===== config.mk =====
export PLATFORM = sky130hd
export DESIGN_NAME = xor_lane_pipe
export DESIGN_NICKNAME = d
export VERILOG_FILES = /design/src/rtl/xor_lane_pkg.sv /design/src/rtl/xor_lane_delay.sv /design/src/rtl/xor_lane_pipe.sv
export SDC_FILE = /design/constraint.sdc
export NUM_CORES = 1
export LEC_CHECK = 0
export CAP_MARGIN = 20
export CORE_MARGIN = 1.5
export CORE_UTILIZATION = 39
export CTS_CLUSTER_SIZE = 10
export DETAILED_ROUTE_END_ITERATION = 6
export PLACE_DENSITY = 0.65
export SYNTH_ARGS = -nofsm -noshare
export SYNTH_HDL_FRONTEND = slang
export SYNTH_SLANG_ARGS = --single-unit
export TNS_END_PERCENT = 30

===== constraint.sdc =====
create_clock -name clk -period 4.3 [get_ports clk]
set_clock_uncertainty 0.15 [all_clocks]
set_input_delay 0.86 -clock clk [delete_from_list [all_inputs] [get_ports clk]]
set_output_delay 0.86 -clock clk [all_outputs]
set_load 0.05 [all_outputs]

===== src/rtl/xor_lane_pkg.sv =====
// Shared constants for the XOR lane comparator: operation modes and
// status FSM encodings.
package xor_lane_pkg;

    localparam logic [1:0] MODE_XOR    = 2'd0;
    localparam logic [1:0] MODE_XNOR   = 2'd1;
    localparam logic [1:0] MODE_PARITY = 2'd2;
    localparam logic [1:0] MODE_HOLD   = 2'd3;

    // ST_ILLEGAL is never entered by design; it names the spare encoding.
    typedef enum logic [1:0] {
        ST_EQ      = 2'd0,
        ST_DIFF    = 2'd1,
        ST_RECOVER = 2'd2,
        ST_ILLEGAL = 2'd3
    } state_t;

endpackage


===== src/rtl/xor_lane_delay.sv =====
// Valid-qualified data shift register of DEPTH stages; data is only
// advanced alongside a valid bit, so bubbles leave the payload untouched.
module xor_lane_delay #(
    parameter int WIDTH = 4,
    parameter int DEPTH = 1
) (
    input  logic             clk,
    input  logic             rst,
    input  logic             in_valid,
    input  logic [WIDTH-1:0] in_data,
    output logic             out_valid,
    output logic [WIDTH-1:0] out_data
);

    logic [DEPTH-1:0] vld_r;
    logic [WIDTH-1:0] dat_r [DEPTH];

    // Shift chain: valid always moves, data moves only with a valid token.
    always_ff @(posedge clk) begin
        if (rst) begin
            vld_r <= {DEPTH{1'b0}};
            for (int i = 0; i < DEPTH; i++) begin
                dat_r[i] <= {WIDTH{1'b0}};
            end
        end else begin
            vld_r[0] <= in_valid;
            if (in_valid) begin
                dat_r[0] <= in_data;
            end
            for (int i = 1; i < DEPTH; i++) begin
                vld_r[i] <= vld_r[i-1];
                if (vld_r[i-1]) begin
                    dat_r[i] <= dat_r[i-1];
                end
            end
        end
    end

    assign out_valid = vld_r[DEPTH-1];
    assign out_data  = dat_r[DEPTH-1];

endmodule


===== src/rtl/xor_lane_pipe.sv =====
// Two-bus XOR/XNOR/parity comparator with a valid-qualified result pipeline,
// a mismatch-history status FSM and a saturating mismatch counter.
module xor_lane_pipe
    import xor_lane_pkg::*;
#(
    parameter int WIDTH   = 4,
    parameter int LATENCY = 2,
    parameter int CNT_W   = 8
) (
    input  logic             clk,
    input  logic             rst,
    input  logic             in_valid,
    input  logic [WIDTH-1:0] a,
    input  logic [WIDTH-1:0] b,
    input  logic [1:0]       mode,
    input  logic             cnt_clr,
    output logic             out_valid,
    output logic [WIDTH-1:0] out,
    output logic [1:0]       state,
    output logic [CNT_W-1:0] mismatch_cnt
);

    localparam logic [CNT_W-1:0] CNT_MAX = {CNT_W{1'b1}};

    function automatic logic parity_of(input logic [WIDTH-1:0] v);
        return ^v;
    endfunction

    logic [WIDTH-1:0] diff_s;
    logic [WIDTH-1:0] r_s;
    logic             ne_s;
    logic [WIDTH-1:0] held_r;
    logic             s1_valid_r;
    logic [WIDTH-1:0] s1_data_r;
    state_t           state_r;
    state_t           state_nxt_s;
    logic [CNT_W-1:0] cnt_r;
    logic [CNT_W-1:0] cnt_base_s;
    logic [CNT_W-1:0] cnt_nxt_s;

    assign diff_s = a ^ b;
    assign ne_s   = (a != b);

    // Stage-1 result selection by mode.
    always_comb begin
        r_s = diff_s;
        case (mode)
            MODE_XOR:    r_s = diff_s;
            MODE_XNOR:   r_s = ~diff_s;
            MODE_PARITY: r_s = {{(WIDTH-1){1'b0}}, parity_of(diff_s)} ;
            MODE_HOLD:   r_s = held_r;
            default:     r_s = diff_s;
        endcase
    end

    // Stage-1 register and held result; HOLD re-emits without refreshing.
    always_ff @(posedge clk) begin
        if (rst) begin
            s1_valid_r <= 1'b0;
            s1_data_r  <= {WIDTH{1'b0}};
            held_r     <= {WIDTH{1'b0}};
        end else begin
            s1_valid_r <= in_valid;
            if (in_valid) begin
                s1_data_r <= r_s;
                if (mode != MODE_HOLD) begin
                    held_r <= r_s;
                end
            end
        end
    end

    generate
        if (LATENCY > 1) begin : g_delay
            xor_lane_delay #(
                .WIDTH (WIDTH),
                .DEPTH (LATENCY - 1)
            ) u_delay (
                .clk       (clk),
                .rst       (rst),
                .in_valid  (s1_valid_r),
                .in_data   (s1_data_r),
                .out_valid (out_valid),
                .out_data  (out)
            );
        end else begin : g_nodelay
            assign out_valid = s1_valid_r;
            assign out       = s1_data_r;
        end
    endgenerate

    // Status FSM next state; the spare encoding falls back to EQ unconditionally.
    always_comb begin
        state_nxt_s = state_r;
        case (state_r)
            ST_EQ: begin
                if (in_valid && ne_s) begin
                    state_nxt_s = ST_DIFF;
                end else begin
                    state_nxt_s = ST_EQ;
                end
            end
            ST_DIFF: begin
                if (in_valid && !ne_s) begin
                    state_nxt_s = ST_RECOVER;
                end else begin
                    state_nxt_s = ST_DIFF;
                end
            end
            ST_RECOVER: begin
                if (!in_valid) begin
                    state_nxt_s = ST_RECOVER;
                end else if (ne_s) begin
                    state_nxt_s = ST_DIFF;
                end else begin
                    state_nxt_s = ST_EQ;
                end
            end
            default: state_nxt_s = ST_EQ;
        endcase
    end

    // Counter next value: clear first, then apply this cycle's increment.
    always_comb begin
        cnt_base_s = cnt_r;
        cnt_nxt_s  = cnt_r;
        if (cnt_clr) begin
            cnt_base_s = {CNT_W{1'b0}};
        end else begin
            cnt_base_s = cnt_r;
        end
        if (in_valid && ne_s && (cnt_base_s != CNT_MAX)) begin
            cnt_nxt_s = cnt_base_s + CNT_W'(1);
        end else begin
            cnt_nxt_s = cnt_base_s;
        end
    end

    // Status and counter registers.
    always_ff @(posedge clk) begin
        if (rst) begin
            state_r <= ST_EQ;
            cnt_r   <= {CNT_W{1'b0}};
        end else begin
            state_r <= state_nxt_s;
            cnt_r   <= cnt_nxt_s;
        end
    end

    assign state        = state_r;
    assign mismatch_cnt = cnt_r;

endmodule


==> out/results.ini <==
[power]
cellPowerDensity_nw_per_um2=279.2
p_clk_share_pct=23.0
p_int_w=0.0003148
p_switching_w=0.0001222
seq_power_share_pct=55.9
leakage_nw=0.5618
p_sw_share_pct=27.97
vdd_drop_max_mv=0.1488
combPwrFrac_pct=21.1

[layout]
drive_above_1_share_pct=4.348
diodes=0
final_nets=179
regArea_um2=520.5
multi_input_area_um2=668.1
final_common_cell=clkdlybuf4s50_1
num-fill-cells=284
area_growth_pct=27.52
layout_common_cells=clkdlybuf4s50_1, dfxtp_1, nand2_1, nor2_1, xor2_1
final_util_pct=51.69

[synth]
syn_area_per_cell_um2=9.092
synth.distinct_cells=38
synth_top_area_share_pct=32.62
synthCells=135
yosys.area.top_type=dfxtp_1
ys.flop_type=dfxtp_1
yosysWarningCount=0
synth_area_leaders=dfxtp_1, edfxtp_1, xor2_1, nand2_1, nor2_1
ys_async_sr_fraction_pct=0
synth_edf_count=4
ys_seq_area_share_pct=42.41
synth_fp_nets=152
ys_seq_elements=24
syn_area_um2=1227

[timing]
setup_tns_ps=0
rsz0062_at_grt=no
setup_ws_ps=1286
worst_pin_slew_ps=730.4
finalCritPeriodShare_pct=70.10
slew_viol_final=0
hold_violations=0
max_slew_margin_pct=51.16
timing.fmax_mhz=331.7
whs_ps=337.9
fin_crit_ps=3014
setup_viol=0

[global_route]
grt-ovfl-total=0
use_met3_pct=2.620
grt_pass1_wl_um=4084
met1_usage_pct=20.87
grt_usage_pct=15.16
antenna_found_initial=0
grt_max_degree=22
use_met2_pct=24.13
grt-busiest-layer=met2
first_global_vias=946

[min_path]
whs_path_depth=2
min-delay-path-class=reg -> reg
worstHoldEndpoint=s1_data_r[2]$_SDFFE_PP0P_
worst_hold_startpoint=s1_data_r[2]$_SDFFE_PP0P_

[setup_path]
worstSetupPathDepth=8
r2r_setup_slack_ps=2260
max_stage_delay_ps=550
path_delay_family=compound AO/OA/AOI/OAI gates
critical_path.startpoint_type=input pin
rr_worst_depth=6
endpoint_kind=flop
critPathMaxFanout=10
crit_chain=clkdlybuf4s50_1 -> xor2_1 -> inv_1 -> ha_1 -> a21boi_4 -> o31ai_4 -> or4_1 -> a211oi_2
r2r-start=mismatch_cnt[1]$_SDFF_PP0_
timing.rr.end=mismatch_cnt[7]$_SDFF_PP0_
critPathSlowestCell=or4_1
arrival_ps=3090
required_ps=4380
critical_path_buf_inv_count=2
worstSetupPathType=in -> reg

[floorplan]
pin_count=29
die_w_um=59.10
coreArea_um2=3028
num_rows=20
die_y_um=59.10
start_util_pct=40.54
dieArea_um2=3493

[routing]
dr.pass1.iters=4
vias_per_cell=5.078
vias=1041
drt-total-wl_um=2311
wl_per_cell_um=11.27
postRouteAntennaNets=0
drt_drc_violations_left=0
initialDrtViolationCount=25

[cts]
clock-sinks=24
cts_buffer_depth=2
cts_resized=0
clockRootBuffer=clkbuf_4
cts_setup_buffers=0
ctsHtreeMaxLevel=1
clk_pin_slew_ps=130
cts-buffers-inserted=3
hold_buffers=0
clk-insertion-delay-late_ps=300
cts_tree=built

[flow_run]
drv_cap=0

[placement]
hpwl_um=1791
io_buffers=28
gp_congestion=0.7967
dp_slack_ps=948.2

[run_status]
status=completed

-- cells in the mapped netlist, types with 4 or more instances --
cell      instances
dfxtp_1          20
clkbuf_1          5
nand3_1           4
o21ai_0           6
nor2b_1           6
inv_1             4
a21oi_1           5
xor2_1            7
edfxtp_1          4
nand2_1          16
nor2_1           12
and2_1            4
-- power groups by stage --
stage                      logic, W  clock network (W)  registers (W)
after detailed placement  0.0000921                  0       0.000250
final                     0.0000921           0.000101       0.000244
after CTS                 0.0000925           0.000105       0.000244
after global routing       0.000102           0.000118       0.000246
after global placement    0.0000912                  0       0.000249
after floorplan           0.0000474                  0       0.000264
-- worst max path at each step --
stage,from,endpoint
2_1_floorplan,b[1],mismatch_cnt[7]$_SDFF_PP0_
3_3_place_gp,a[2],mismatch_cnt[7]$_SDFF_PP0_
3_5_place_dp,a[2],mismatch_cnt[7]$_SDFF_PP0_
4_1_cts,a[2],mismatch_cnt[7]$_SDFF_PP0_
5_1_grt,a[1],mismatch_cnt[7]$_SDFF_PP0_
6_report,a[2],mismatch_cnt[7]$_SDFF_PP0_
-- worst register-to-register path: stages (launching register included) --
cell      delay (ps)
dfxtp_1          360
nor2b_1          160
ha_1             260
nand2_1          130
o31ai_4          130
or4_1            550
a211oi_2         230
-- final cells by class --
| type | count | share of cell area, % |
|---|---|---|
| Clock buffer | 4 | 1.679 |
| Inverter | 4 | 0.9592 |
| Multi-Input combinational cell | 101 | 42.69 |
| Sequential cell | 24 | 33.25 |
| Tap cell | 44 | 3.517 |
| Timing Repair Buffer | 28 | 17.91 |
-- kinds of logic (layout without fill, tap and decap cells) --
| kind of cell | count (synthesis) | in the layout | share of synthesized area, % |
|---|---|---|---|
| fa+ha+maj | 3 | 3 | 3.058 |
| flops | 24 | 24 | 42.41 |
| compound gates | 27 | 27 | 17.43 |
| mux | 1 | 1 | 0.8155 |
| xor+xnor | 10 | 10 | 7.136 |
| buf+inv | 10 | 36 | 3.159 |
| simple gates | 60 | 60 | 25.99 |
-- state kept, by name, indices dropped and copies added, names as in the netlist --
name,flops
held_r,4
g_delay.u_delay.out_valid,1
s1_valid_r,1
state,2
s1_data_r,4
mismatch_cnt,8
g_delay.u_delay.dat_r,4
-- metrics by stage --
| step | std cells | cell area (um^2) | total power (W) |
|---|---|---|---|
| finish | 205 | 1565 | 0.0004370 |
| detailed placement | 201 | 1539 | 0.0003416 |
| floorplan | 135 | 1227 | 0.0003118 |
| global placement | 201 | 1539 | 0.0003401 |
| global route | 205 | 1565 | 0.0004655 |
| CTS | 205 | 1565 | 0.0004422 |
-- metal layers --
metal / vias to the layer above / wire length [um] / part of all wire (%)
met2: 22 / 1144 / 50
met1: 483 / 1056 / 46
li1: 534 / - / -
met5: - / 0 / 0
met4: 0 / 22 / 0.95
met3: 2 / 87 / 3.8
Power figures use the tool's default switching activity.
